<file path="config.mk">
export PLATFORM = sky130hd
export DESIGN_NAME = uart_mem_loader_flat
export DESIGN_NICKNAME = d
export VERILOG_FILES = /design/src/rtl/uart_mem_loader_pkg.sv /design/src/rtl/uart_mem_loader_if.sv /design/src/rtl/uart_frame_parser.sv /design/src/rtl/uart_mem_loader.sv /design/src/flat_wrapper.sv
export SDC_FILE = /design/constraint.sdc
export NUM_CORES = 1
export LEC_CHECK = 0
export ABC_CLOCK_PERIOD_IN_PS = 1900
export BUFFER_PORTS_ARGS = -buffer_cell sky130_fd_sc_hd__buf_2
export CORE_ASPECT_RATIO = 1.2
export CORE_MARGIN = 1
export CORE_UTILIZATION = 40
export CTS_CLUSTER_SIZE = 8
export DETAILED_ROUTE_END_ITERATION = 16
export GPL_TIMING_DRIVEN = 0
export SYNTH_ARGS = -nofsm -noshare
export SYNTH_HDL_FRONTEND = slang
export SYNTH_SLANG_ARGS = --single-unit
</file>
<file path="constraint.sdc">
create_clock -name clk -period 1.9 [get_ports clk]
set_input_delay 0.19 -clock clk [delete_from_list [all_inputs] [get_ports clk]]
set_output_delay 0.19 -clock clk [all_outputs]
set_load 0.02 [all_outputs]
</file>
<file path="src/rtl/uart_mem_loader_pkg.sv">
// Shared definitions for the UART memory loader.
// Contents: framing byte codes, payload decode widths, writer state encoding,
// and the decoded address/data word passed from the parser to the writer.
package loader_pkg;

  localparam logic [7:0] START_BYTE    = 8'hF5;
  localparam logic [7:0] STOP_BYTE     = 8'hFA;
  localparam logic [7:0] READ_OUT_BYTE = 8'hF6;

  localparam int unsigned ADDR_HALF_W   = 5;
  localparam int unsigned DATA_HALF_W   = 6;
  localparam int unsigned PAYLOAD_BYTES = 4;
  localparam int unsigned WORD_ADDR_W   = 2 * ADDR_HALF_W;
  localparam int unsigned WORD_DATA_W   = 2 * DATA_HALF_W;

  typedef enum logic [2:0] {
    CLEAR_A,
    CLEAR_DL,
    CLEAR_DU,
    IDLE,
    W_ADDR,
    W_DL,
    W_DU
  } wr_state_t;

  typedef struct packed {
    logic [WORD_ADDR_W-1:0] addr;
    logic [WORD_DATA_W-1:0] data;
  } mem_word_t;

endpackage

</file>
<file path="src/rtl/uart_mem_loader_if.sv">
// Byte-in / memory-bus-out signal bundle of the loader.
// master: loader side (consumes rx bytes, drives the memory bus).
// slave : environment side (uart_rx + memory mux).
interface uart_mem_loader_if #(
  parameter int unsigned ADDR_W = 10
);
  logic [7:0]        rx_data;
  logic              rx_valid;
  logic [ADDR_W-1:0] mem_addr_data;
  logic              mem_read_write;
  logic              mem_write_commit;
  logic              mem_own;

  modport master (
    input  rx_data, rx_valid,
    output mem_addr_data, mem_read_write, mem_write_commit, mem_own
  );

  modport slave (
    output rx_data, rx_valid,
    input  mem_addr_data, mem_read_write, mem_write_commit, mem_own
  );
endinterface

</file>
<file path="src/rtl/uart_frame_parser.sv">
// Host byte-stream parser: START, 4 payload bytes, STOP -> one decoded word.
// Ports: clk, rst_n; rx_data/rx_valid byte strobe in;
//        commit_c/word_c (combinational, valid in the STOP byte cycle);
//        frame_err (registered, sticky until next START); dump_req (one-cycle pulse).
module uart_frame_parser
  import loader_pkg::*;
(
  input  logic       clk,
  input  logic       rst_n,
  input  logic [7:0] rx_data,
  input  logic       rx_valid,
  output logic       commit_c,
  output mem_word_t  word_c,
  output logic       frame_err,
  output logic       dump_req
);

  logic                   in_frame;
  logic [2:0]             count;
  logic [ADDR_HALF_W-1:0] b0, b1;
  logic [DATA_HALF_W-1:0] b2, b3;

  // Only the low payload bits are ever kept, so decode is a plain concatenation.
  assign commit_c    = rx_valid && in_frame && (rx_data == STOP_BYTE)
                       && (count == 3'(PAYLOAD_BYTES));
  assign word_c.addr = {b0, b1};
  assign word_c.data = {b2, b3};

  always_ff @(posedge clk or negedge rst_n) begin
    if (!rst_n) begin
      in_frame  <= 1'b0;
      count     <= '0;
      b0        <= '0;
      b1        <= '0;
      b2        <= '0;
      b3        <= '0;
      frame_err <= 1'b0;
      dump_req  <= 1'b0;
    end else begin
      dump_req <= rx_valid && (rx_data == READ_OUT_BYTE);
      if (rx_valid) begin
        if (rx_data == START_BYTE) begin
          in_frame  <= 1'b1;
          count     <= '0;
          frame_err <= 1'b0;
        end else if (rx_data == READ_OUT_BYTE) begin
          // Dump requests are transparent to framing.
          in_frame <= in_frame;
        end else if (in_frame) begin
          if (rx_data == STOP_BYTE) begin
            in_frame <= 1'b0;
            if (count != 3'(PAYLOAD_BYTES)) frame_err <= 1'b1;
          end else if (count == 3'(PAYLOAD_BYTES)) begin
            // Too many payload bytes: drop the frame until the next START.
            in_frame  <= 1'b0;
            frame_err <= 1'b1;
          end else begin
            case (count)
              3'd0:    b0 <= rx_data[ADDR_HALF_W-1:0];
              3'd1:    b1 <= rx_data[ADDR_HALF_W-1:0];
              3'd2:    b2 <= rx_data[DATA_HALF_W-1:0];
              default: b3 <= rx_data[DATA_HALF_W-1:0];
            endcase
            count <= count + 3'd1;
          end
        end
      end
    end
  end

endmodule

</file>
<file path="src/rtl/uart_mem_loader.sv">
// UART-to-memory loader: parses host frames, buffers one decoded word in a
// pending slot and writes it through the 3-cycle memory write protocol while
// holding mem_own. Optionally sweeps the whole memory to zero after reset.
// Ports: clk, rst_n; bus (rx byte in, memory bus out);
//        dump_req, busy, frame_err, overrun, words_written status outputs.
module uart_mem_loader
  import loader_pkg::*;
#(
  parameter int unsigned ADDR_W         = 10,
  parameter int unsigned DATA_W         = 12,
  parameter int unsigned DEPTH          = 1024,
  parameter int unsigned CLEAR_ON_RESET = 1
) (
  input  logic                clk,
  input  logic                rst_n,
  uart_mem_loader_if.master   bus,
  output logic                dump_req,
  output logic                busy,
  output logic                frame_err,
  output logic                overrun,
  output logic [15:0]         words_written
);

  logic      commit_c;
  mem_word_t word_c;

  uart_frame_parser u_parser (
    .clk       (clk),
    .rst_n     (rst_n),
    .rx_data   (bus.rx_data),
    .rx_valid  (bus.rx_valid),
    .commit_c  (commit_c),
    .word_c    (word_c),
    .frame_err (frame_err),
    .dump_req  (dump_req)
  );

  wr_state_t         state, state_n;
  logic              sweep_req, sweep_req_n;
  logic [ADDR_W-1:0] clr_addr, clr_addr_n;
  logic [DATA_W-1:0] wr_data, wr_data_n;
  logic              pend_full, pend_full_n, pend_take;
  mem_word_t         pend, pend_n;
  logic              own_n, rw_n, commit_n, busy_n, overrun_n;
  logic [ADDR_W-1:0] bus_n;
  logic [15:0]       words_n;

  // Next state plus the bus values of that next state, so every output is a flop.
  always_comb begin
    state_n     = state;
    sweep_req_n = sweep_req;
    clr_addr_n  = clr_addr;
    wr_data_n   = wr_data;
    words_n     = words_written;
    pend_take   = 1'b0;
    own_n       = 1'b1;
    rw_n        = 1'b0;
    commit_n    = 1'b0;
    bus_n       = '0;

    case (state)
      IDLE: begin
        own_n = 1'b0;
        if (sweep_req) begin
          state_n     = CLEAR_A;
          sweep_req_n = 1'b0;
          clr_addr_n  = '0;
          own_n       = 1'b1;
          rw_n        = 1'b1;
        end else if (pend_full) begin
          state_n   = W_ADDR;
          pend_take = 1'b1;
          wr_data_n = DATA_W'(pend.data);
          own_n     = 1'b1;
          rw_n      = 1'b1;
          bus_n     = ADDR_W'(pend.addr);
        end
      end
      CLEAR_A: begin
        state_n = CLEAR_DL;
        rw_n    = 1'b1;
      end
      CLEAR_DL: begin
        state_n  = CLEAR_DU;
        commit_n = 1'b1;
      end
      CLEAR_DU: begin
        if (clr_addr == ADDR_W'(DEPTH - 1)) begin
          state_n = IDLE;
          own_n   = 1'b0;
        end else begin
          state_n    = CLEAR_A;
          clr_addr_n = clr_addr + ADDR_W'(1);
          rw_n       = 1'b1;
          bus_n      = clr_addr + ADDR_W'(1);
        end
      end
      W_ADDR: begin
        state_n = W_DL;
        rw_n    = 1'b1;
        bus_n   = ADDR_W'(wr_data[DATA_HALF_W-1:0]);
      end
      W_DL: begin
        state_n  = W_DU;
        commit_n = 1'b1;
        bus_n    = ADDR_W'(wr_data[DATA_W-1:DATA_HALF_W]);
      end
      W_DU: begin
        state_n = IDLE;
        own_n   = 1'b0;
        words_n = words_written + 16'd1;
      end
      default: begin
        state_n = IDLE;
        own_n   = 1'b0;
      end
    endcase

    // Pending slot: a commit may refill the slot on the same edge it drains.
    pend_n      = pend;
    pend_full_n = pend_full && !pend_take;
    overrun_n   = overrun;
    if (commit_c) begin
      if (!pend_full || pend_take) begin
        pend_n      = word_c;
        pend_full_n = 1'b1;
      end else begin
        overrun_n = 1'b1;
      end
    end

    busy_n = (state_n != IDLE) || pend_full_n;
  end

  // The sweep request is armed by reset so the first edge after release enters CLEAR_A.
  always_ff @(posedge clk or negedge rst_n) begin
    if (!rst_n) begin
      state                <= IDLE;
      sweep_req            <= (CLEAR_ON_RESET != 0);
      clr_addr             <= '0;
      wr_data              <= '0;
      pend_full            <= 1'b0;
      pend                 <= '0;
      overrun              <= 1'b0;
      busy                 <= 1'b0;
      words_written        <= '0;
      bus.mem_own          <= 1'b0;
      bus.mem_read_write   <= 1'b0;
      bus.mem_write_commit <= 1'b0;
      bus.mem_addr_data    <= '0;
    end else begin
      state                <= state_n;
      sweep_req            <= sweep_req_n;
      clr_addr             <= clr_addr_n;
      wr_data              <= wr_data_n;
      pend_full            <= pend_full_n;
      pend                 <= pend_n;
      overrun              <= overrun_n;
      busy                 <= busy_n;
      words_written        <= words_n;
      bus.mem_own          <= own_n;
      bus.mem_read_write   <= rw_n;
      bus.mem_write_commit <= commit_n;
      bus.mem_addr_data    <= bus_n;
    end
  end

endmodule

</file>
<file path="src/flat_wrapper.sv">
// flat-port wrapper written by rule: the top's interface ports become plain ports
module uart_mem_loader_flat import loader_pkg::*;
#(
  parameter int unsigned ADDR_W         = 10,
  parameter int unsigned DATA_W         = 12,
  parameter int unsigned DEPTH          = 1024,
  parameter int unsigned CLEAR_ON_RESET = 1
)
  (clk, rst_n, dump_req, busy, frame_err, overrun, words_written, bus_rx_data, bus_rx_valid, bus_mem_addr_data, bus_mem_read_write, bus_mem_write_commit, bus_mem_own);
  uart_mem_loader_if #(.ADDR_W(ADDR_W)) bus_i ();
  input  logic clk;
  input  logic rst_n;
  output logic dump_req;
  output logic busy;
  output logic frame_err;
  output logic overrun;
  output logic [15:0] words_written;
  input wire logic [$bits(bus_i.rx_data)-1:0] bus_rx_data;
  input wire logic [$bits(bus_i.rx_valid)-1:0] bus_rx_valid;
  output wire logic [$bits(bus_i.mem_addr_data)-1:0] bus_mem_addr_data;
  output wire logic [$bits(bus_i.mem_read_write)-1:0] bus_mem_read_write;
  output wire logic [$bits(bus_i.mem_write_commit)-1:0] bus_mem_write_commit;
  output wire logic [$bits(bus_i.mem_own)-1:0] bus_mem_own;
  assign bus_i.rx_data = bus_rx_data;
  assign bus_i.rx_valid = bus_rx_valid;
  assign bus_mem_addr_data = bus_i.mem_addr_data;
  assign bus_mem_read_write = bus_i.mem_read_write;
  assign bus_mem_write_commit = bus_i.mem_write_commit;
  assign bus_mem_own = bus_i.mem_own;
  uart_mem_loader #(.ADDR_W(ADDR_W), .DATA_W(DATA_W), .DEPTH(DEPTH), .CLEAR_ON_RESET(CLEAR_ON_RESET)) u_core (.clk(clk), .rst_n(rst_n), .bus(bus_i), .dump_req(dump_req), .busy(busy), .frame_err(frame_err), .overrun(overrun), .words_written(words_written));
endmodule
</file>
# Word-level counts from Yosys, hierarchy flattened
# Cells that the tools add are included.
dict set report op_classes {
  n_bitwise 7
  addsub 3
  eq_ne 21
  n_reduce_logical 29
  n_mux 37
}
# op n
set ops {}
lappend ops {{two-way mux 10 bit} 5}
lappend ops {{case mux 10 bit (4 select lines)} 1}
lappend ops {{AND reduction 7 bit} 4}
lappend ops {{== test 8 bit, second input constant} 3}
lappend ops {{two-way mux 3 bit} 7}
lappend ops {{case mux 10 bit (2 select lines)} 1}
lappend ops {{two-way mux 1 bit} 19}
lappend ops {{case mux 3 bit (6 select lines)} 1}
lappend ops {{adder 16 x 1 -> 16 bit, second input constant} 1}
lappend ops {{== test 3 bit, second input constant} 4}
lappend ops {{adder 10 x 1 -> 10 bit, second input constant} 1}
lappend ops {{== test 10 bit, second input constant} 1}
lappend ops {{AND reduction 5 bit} 2}
lappend ops {{== test 3 x 2 -> 1 bit, second input constant} 3}
lappend ops {{!= test 2 bit, second input constant} 4}
lappend ops {{NOT 1 bit} 7}
lappend ops {{== test 3 x 1 -> 1 bit, second input constant} 2}
lappend ops {{zero test 3 bit} 2}
lappend ops {{!= test 3 x 2 -> 1 bit, second input constant} 2}
lappend ops {{case mux 1 bit (3 select lines)} 2}
lappend ops {{AND reduction 2 bit} 3}
lappend ops {{AND reduction 3 bit} 2}
lappend ops {{logical AND 1 bit} 5}
lappend ops {{nonzero test 2 bit} 2}
lappend ops {{other kinds (10)} 13}
dict set report word_totals {
  wordCells 119
  inputBits 11
  register_bits 108
  out_inout_bits 33
}

# Longest topological paths before layout
# Gate-level depths: netlist of run 1.
dict set report depth {
  ltp_word 8
  depth_mapped 7
  mapped_depth_nobuf 6
}

# Cells and area by module
# Synthesis of run 1 repeated with hierarchy kept, for this count alone.
dict set report hier_totals {
  hier_cells 400
  area_unflattened_um2 4887.2
}
# module seq_area_each_um2 area_each_um2 instances cells_per_inst
set by_module_without_submodules {}
lappend by_module_without_submodules {uart_mem_loader 2005.7 3520.9 1 303}
lappend by_module_without_submodules {uart_frame_parser 700.7 1366.3 1 97}

# Worst setup path after synthesis of run 1
# Ideal clock, no wire load.
dict set report synth_path {
  kind {reg-to-reg}
  from {register u_core.state[1]}
  to {register u_core.clr_addr[8]}
  required_time_ns 1.772
  stages_incl_launch_ff 6
  period_less_slack_ns 1.852
  setup_ns 0.128
  path_slack_ns 0.048
  t_arrival_ns 1.725
  n_path_buf 1
  cell_sequence {dfstp_2 -> buf_2 -> nor3b_2 -> nand4_1 -> nand2_1 -> mux2_1}
}
dict set report synth_between {
  elab_chain_len 3
  elab_cells_between_ends 7
  classes_between {eq/ne (4); mux (1); reduce/logical (2)}
}
# item line_no
set synth_rtl {}
lappend synth_rtl {{from (decl)} uart_mem_loader.sv:38} ;# wr_state_t state, state_n;
lappend synth_rtl {{from (signal assigned)} uart_mem_loader.sv:152} ;# state <= state_n;
lappend synth_rtl {{== test 3 x 2 -> 1 bit} uart_mem_loader.sv:61} ;# case (state)
lappend synth_rtl {{!= test 2 bit (no source line) (tied with other cells)} -}
lappend synth_rtl {{AND reduction 3 bit (no source line)} -}
lappend synth_rtl {{to (signal assigned)} uart_mem_loader.sv:154} ;# clr_addr <= clr_addr_n;
lappend synth_rtl {{to (decl)} uart_mem_loader.sv:40} ;# logic [ADDR_W-1:0] clr_addr, clr_addr_n;
# Several ways; a longest one is shown, not always the timed one.
# A chain may end at the register's enable or synchronous reset.

# Worst setup path after layout of run 1
dict set report layout_path {
  from {register u_core.u_parser.count[0]}
  to {register u_core.pend[19] in the netlist's numbering}
}
dict set report layout_between {
  elab_chain_len 3
}
# item line_no
set layout_rtl {}
lappend layout_rtl {{from (decl)} uart_frame_parser.sv:19} ;# logic [2:0] count;
lappend layout_rtl {{from (signal assigned)} uart_frame_parser.sv:64} ;# count <= count + 3'd1;
lappend layout_rtl {{== test 3 bit} uart_frame_parser.sv:25} ;# && (count == 3'(PAYLOAD_BYTES));
lappend layout_rtl {{logical AND 1 bit} uart_frame_parser.sv:25}
lappend layout_rtl {{AND reduction 2 bit (no source line)} -}
lappend layout_rtl {{to (signal assigned)} uart_mem_loader.sv:157} ;# pend <= pend_n;
lappend layout_rtl {{to (decl)} uart_mem_loader.sv:43} ;# mem_word_t pend, pend_n;
# Every way passes these cells.

==> flow_metrics.env, run 1 <==
export IMPL_clockRootBuffer="clkbuf_16"
export IMPL_power_density_nw_per_um2=821
export IMPL_htree_levels=3
export IMPL_power_frac_seq_pct=52.8
export IMPL_pwr_share_clk_pct=37.7
export IMPL_intPower_mw=3.63
export IMPL_status="finished, final reports clean"
export IMPL_drtAntennaViolNets=0
export IMPL_syn2layout_area_growth_pct=19.0
export IMPL_netlist_area_leader_share_pct=52.8
export IMPL_yosys_area_top_type="dfrtp_1"
export IMPL_io_pin_count=44
export IMPL_syn_inst=437
export IMPL_clock_latency_ns=0.35
export IMPL_cts_tree="done"
export IMPL_drive_above_1_share_pct=27.9
export IMPL_end_kind="register"
export IMPL_fin_cells=662
export IMPL_place_area_um2=5410
export IMPL_slowest_delay_ns=0.42
export IMPL_slowest_stage="dfrtp_1"
export IMPL_ys_seq_area_share_pct=54.4
export IMPL_ys_seq_elements=108
export IMPL_synth_most_common_cell="dfrtp_1"
export IMPL_grt_pass1_wl_um=16800
export IMPL_nets=518
export IMPL_clock_sinks=108
export IMPL_dr_pass1_iters=4
export IMPL_yosys_top_cells_area="dfrtp_1, mux2_2, mux2_1"
export IMPL_maxCapViolCount=0
export IMPL_synthArstFlopShare_pct=100
export IMPL_grt_max_degree=65
export IMPL_holdCritPathClass="input port to register"
export IMPL_hold_viol=0
export IMPL_fin_crit_sh_pct=96.0
export IMPL_fp_dieH_um=124
export IMPL_cp_buffers_inverters=2
export IMPL_total_power_mw=4.86
export IMPL_antenna_found_initial=0
export IMPL_pre_cts_ws_ns=-0.471
export IMPL_critPathRequiredTime_ns=2.13
export IMPL_cts_made_buffers=9
export IMPL_dp_cells=640
export IMPL_p_sw_share_pct=25.4
export IMPL_n_antenna_cell=0
export IMPL_dieWidth_um=104
export IMPL_yosys_top_cells_count="dfrtp_1, nand2_1, mux2_2"
export IMPL_nFillCells=1104
export IMPL_start_util_pct=41.1
export IMPL_synth_edff_count=0
export IMPL_slew_violations=0
export IMPL_crit_type="register to register"
export IMPL_grt_pass1_vias=3352
export IMPL_crit_fanout=5
export IMPL_die_area_um2=12900
export IMPL_port_buffers=41
export IMPL_p_comb_share_pct=9.5
export IMPL_finalCriticalPeriod_ns=1.82
export IMPL_maxSlewHeadroom_pct=58.2
export IMPL_clock_path_buffers=2
export IMPL_p_leak_nw=2.86
export IMPL_syn_cell_area_um2=4980
export IMPL_critPathLaunchType="register"
export IMPL_globalplace_congestion=0.863
export IMPL_rows=44
export IMPL_drt_iter0_markers=153
export IMPL_yosys_most_used_dff="dfrtp_1"
export IMPL_rsz0062_at_grt="yes"
export IMPL_setup_ws_ns=0.0765
export IMPL_yosysWarnings=0
export IMPL_clkTransAtPathRegs_ns=0.07
export IMPL_yosysUniqueCellTypes=60
export IMPL_wl_um=10400
export IMPL_path_cells="inv_2, ha_4, nand4_1, nor4_2, nand2_2, buf_4, mux2_1"
export IMPL_vias_per_cell=5.20
export IMPL_vdd_drop_max_mv=0.572
export IMPL_switchingPower_mw=1.23
export IMPL_core_area_um2=12100
export IMPL_grt_usage_pct=16.8
export IMPL_final_util_pct=48.9
export IMPL_syn_avg_cell_area_um2=11.4
export IMPL_worst_pin_slew_ns=0.618
export IMPL_crit_family="simple AND/OR/NAND/NOR gates"
export IMPL_hpwlAfterDp_um=7450
export IMPL_wl_per_cell_um=15.7
export IMPL_syn_nets=459
export IMPL_final_area_um2=5920
export IMPL_crit_arrival_ns=2.06
export IMPL_grt_overflow=0
export IMPL_skew_ns=0.00500
export IMPL_drcViolationCount=0
export IMPL_fmax_mhz=548
export IMPL_vias=3442
export IMPL_setup_viol=0
[per-layer routing]
metal / vias to the layer above / share of wire, % / GRT usage (%)
li1: 1661 / - / -
met5: - / 0 / 0
met1: 1704 / 43 / 19.5
met2: 58 / 51 / 30.2
met4: 0 / 2.4 / 7.77
met3: 19 / 2.9 / 3.40
[stage by stage]
stage | TNS (ns) | hold WS [ns]
2_1_floorplan | 0 | -0.106
3_3_place_gp | -66.71 | 0.454
3_5_place_dp | -7.65 | 0.235
4_1_cts | 0 | 0.138
5_1_grt | -0.879 | 0.140
6_report | 0 | 0.139
[final cells by class]
class	instances	area [µm²]	share of cell area, %
plain buffers	17	115	1.94
clock buffers	9	225	3.80
clock inverters	7	70.1	1.18
inverters	13	52.6	0.887
multi-input cells	296	2250	37.9
flip-flops and latches	108	2710	45.7
well taps	161	201	3.40
repair buffers	51	305	5.15
[cell usage in the layout (no fill, tap or decap), types with 7 or more instances in the layout]
cell type and count:
a21oi_1 16, buf_2 43, buf_4 11, clkbuf_16 9, dfrtp_1 104, ha_1 9
inv_1 10, mux2_1 16, mux2_2 25, mux2i_1 7, nand2_1 61, nand3_1 13
nand4_1 8, nor2_1 22, xnor2_1 17
[worst min-delay path: stages]
cell and delay [ns]:
buf_2 0.13, nand3b_1 0.08, nor3_1 0.05
[repair_timing]
item / in CTS / in global routing
hold buffers: 1 / 0
hold endpoints to repair: 44 / 0
resized for setup: 19 / 24
endpoints found under the setup margin: 56 / 31
setup buffers: 4 / 3
gates cloned: 0 / 1
pin swaps: 1 / 5
[path summary, 6_finish.rpt]
kind,from,slack (ns),end,cells past startpoint
worst max-delay path,u_core.u_parser.count[0],0.08,u_core.pend[19],7
worst min-delay path,bus_rx_valid,0.14,u_core.u_parser.dump_req,3
worst max register to register,u_core.u_parser.count[0],0.08,u_core.pend[19],7
worst min register to register,u_core.pend[2],0.47,u_core.wr_data[2],2
max in group asynchronous,rst_n,0.79,u_core.clr_addr[0],3
min in group asynchronous,rst_n,0.38,u_core.words_written[4],2
[power by group through the flow]
| stage | Sequential [mW] | Clock, mW | Combinational (mW) |
|---|---|---|---|
| after floorplan | 2.56 | 0 | 0.284 |
| after global placement | 2.60 | 0 | 0.382 |
| after detailed placement | 2.60 | 0 | 0.409 |
| after CTS | 2.56 | 1.88 | 0.418 |
| after global routing | 2.58 | 1.96 | 0.520 |
| final | 2.56 | 1.83 | 0.463 |
[registers in the layout, summed over array words and instances, names as in the netlist, 3 cells and up]
| name | flops |
|---|---|
| u_core.u_parser.b3 | 6 |
| u_core.clr_addr | 10 |
| u_core.pend | 22 |
| u_core.bus.mem_addr_data | 10 |
| u_core.wr_data | 12 |
| u_core.u_parser.b1 | 5 |
| u_core.u_parser.count | 3 |
| u_core.u_parser.b0 | 5 |
| u_core.state | 3 |
| u_core.words_written | 16 |
| u_core.u_parser.b2 | 6 |
[kinds of logic after synthesis]
family                     after synthesis  synth area share (%)
and+or+nand+nor                        151                  15.6
buffers and inverters                   33                  2.87
xor gates and xnor gates                22                  3.87
adders and majority gates               11                  2.77
DFF                                    108                  54.4
muxes                                   53                  11.8
AOI/OAI and AO/OA                       59                  8.73
(Power assumes the default switching activity.)
==> inputs of run 2 (changes only) <==
--- a/config.mk
+++ b/config.mk
@@ -6,7 +6,7 @@
 export NUM_CORES = 1
 export LEC_CHECK = 0
 export ABC_CLOCK_PERIOD_IN_PS = 1900
-export BUFFER_PORTS_ARGS = -buffer_cell sky130_fd_sc_hd__buf_2
+export BUFFER_PORTS_ARGS = -buffer_cell sky130_fd_sc_hd__buf_4
 export CORE_ASPECT_RATIO = 1.2
 export CORE_MARGIN = 1
 export CORE_UTILIZATION = 40
==> run 2 against run 1 <==
Effect of this change: clock skew increased by 0.0015 ns; sequential share of layout area is 0.93 points lower; register-to-register slack worse by 0.04 ns; maximum frequency is 2.1% lower; power grew 4.1%; cell count grew 0.30%; die area is the same; critical endpoint is now u_core.bus.mem_addr_data[8]; largest power group unchanged; highest routed layer unchanged.
==> flow_metrics.env, run 2 (synthesized netlist as in run 1, its figures left out) <==
export IMPL_status="finished, final reports clean"
export IMPL_vias_per_cell=5.20
export IMPL_drt_iter0_markers=143
export IMPL_critPathRequiredTime_ns=2.17
export IMPL_final_common_cell="dfrtp_1"
export IMPL_slowest_stage="or4_4"
export IMPL_total_power_mw=5.06
export IMPL_cts_tree="done"
export IMPL_dr_pass1_iters=4
export IMPL_io_pin_count=44
export IMPL_nFillCells=1104
export IMPL_multi_input_area_um2=2220
export IMPL_cpMostUsedCell="buf_6"
export IMPL_clkTransAtPathRegs_ns=0.07
export IMPL_globalplace_congestion=0.871
export IMPL_grt_pass1_vias=3502
export IMPL_pwr_share_clk_pct=40.6
export IMPL_port_buffers=41
export IMPL_clock_latency_ns=0.35
export IMPL_rsz0062_at_grt="yes"
export IMPL_hold_viol=0
export IMPL_maxCapViolCount=0
export IMPL_regMostFlops="u_core.pend"
export IMPL_grt_max_degree=109
export IMPL_nets=520
export IMPL_drcViolationCount=0
export IMPL_path_cells="buf_6, or3b_1, buf_6, or4_4, a31oi_4"
export IMPL_worst_pin_slew_ns=0.591
export IMPL_core_area_um2=12100
export IMPL_critPathLaunchType="register"
export IMPL_vdd_drop_max_mv=0.541
export IMPL_syn2layout_area_growth_pct=21.5
export IMPL_crit_fanout=7
export IMPL_reg2reg_slack_ns=0.04
export IMPL_place_area_um2=5490
export IMPL_grt_usage_pct=17.2
export IMPL_cts_made_buffers=9
export IMPL_layout_area_seq_um2=2710
export IMPL_start_util_pct=41.1
export IMPL_p_leak_nw=2.87
export IMPL_rows=44
export IMPL_final_area_um2=6050
export IMPL_crit_arrival_ns=2.13
export IMPL_slew_violations=0
export IMPL_clockRootBuffer="clkbuf_16"
export IMPL_htree_levels=3
export IMPL_n_antenna_cell=0
export IMPL_fin_crit_sh_pct=98.1
export IMPL_drtAntennaViolNets=0
export IMPL_largest_reg_flops=22
export IMPL_p_sw_share_pct=23.7
export IMPL_holdCritPathClass="input port to register"
export IMPL_wl_per_cell_um=15.8
export IMPL_antenna_found_initial=0
export IMPL_startpoint="u_core.state[2]"
export IMPL_whs_ns=0.116
export IMPL_wl_um=10500
export IMPL_crit_type="register to register"
export IMPL_hpwlAfterDp_um=7240
export IMPL_fmax_mhz=537
export IMPL_fp_dieH_um=124
export IMPL_maxSlewHeadroom_pct=60.0
export IMPL_clock_sinks=108
export IMPL_reg_largest_list="u_core.pend: 22 flops, u_core.words_written: 16 flops, u_core.wr_data: 12 flops"
export IMPL_die_area_um2=12900
export IMPL_vias=3453
export IMPL_clock_path_buffers=2
export IMPL_drive_above_1_share_pct=26.4
export IMPL_switchingPower_mw=1.20
export IMPL_setup_tns_ns=0
export IMPL_grt_overflow=0
export IMPL_finalCriticalPeriod_ns=1.86
export IMPL_end_kind="register"
export IMPL_timing_rr_start="u_core.state[2]"
export IMPL_p_comb_share_pct=8.9
export IMPL_slowest_delay_ns=0.53
export IMPL_intPower_mw=3.86
export IMPL_dieWidth_um=104
export IMPL_grt_pass1_wl_um=17300
export IMPL_final_cell_mix="dfrtp_1, nand2_1, buf_4"
export IMPL_power_frac_seq_pct=50.5
export IMPL_power_density_nw_per_um2=837
export IMPL_skew_ns=0.00651
export IMPL_min_from="bus_rx_data[5]"
export IMPL_setup_viol=0
==> run 2: cell count changes in the layout (fill, tap and decap cells not counted), moves of 2 or more <==
cell | before | now
buf_2 | 43 | 3
buf_4 | 11 | 52
bufinv_16 | 0 | 2
clkinv_4 | 2 | 0
mux2_1 | 16 | 21
mux2_4 | 5 | 0
==> run 2: worst max-delay path: cells and delay by family, from the launching register on <==
kind / cells / cell delay, ns
simple gates: 2 / 0.89
compound gates: 1 / 0.21
buf+inv: 2 / 0.28
flops: 1 / 0.41
==> run 2: path summary, 6_finish.rpt <==
path,endpoint,cells past startpoint
max,u_core.bus.mem_addr_data[8],5
min,u_core.u_parser.b3[5],2
max reg2reg,u_core.bus.mem_addr_data[8],5
min reg2reg,u_core.wr_data[10],2
max in group asynchronous,u_core.clr_addr[4],3
min in group asynchronous,u_core.words_written[10],2
==> run 2: layout make-up <==
class | count | area share (%)
inverters | 13 | 0.869
multi-input cells | 296 | 36.8
clock inverters | 7 | 1.80
flip-flops and latches | 108 | 44.8
clock buffers | 9 | 3.73
repair buffers | 52 | 6.89
plain buffers | 18 | 1.84
well taps | 161 | 3.33
==> run 2: what timing repair did <==
item / 4_1_cts / 5_1_grt
hold buffers: 0 / 1
gates resized for setup: 15 / 17
setup buffers: 4 / 5
setup endpoints to repair: 55 / 37
cloned: 0 / 0
hold endpoints to repair: 0 / 21
pin swaps: 1 / 2
==> run 2: per-layer routing <==
layer,up-vias,wire length [µm],global-route usage (%)
met5,-,0,0
met4,0,192,7.05
met3,18,279,3.24
met2,60,5350,30.8
met1,1696,4650,20.5
li1,1679,-,-
==> run 2: stage by stage <==
step	setup slack (ns)	utilization, %	std cells
final	0.0366	49.9	664
after global routing	-0.0432	49.9	664
after CTS	0.0182	48.8	657
after detailed placement	-0.444	45.3	639
after global placement	-0.443	45.3	639
after floorplan	0.0477	-	437
==> run 2: power by group through the flow <==
stage          Combinational, mW  Sequential (mW)  Clock, mW
6_report                   0.451             2.56       2.06
5_1_grt                    0.503             2.57       2.19
4_1_cts                    0.412             2.55       2.11
3_5_place_dp               0.404             2.60          0
3_3_place_gp               0.387             2.59          0
2_1_floorplan              0.284             2.56          0
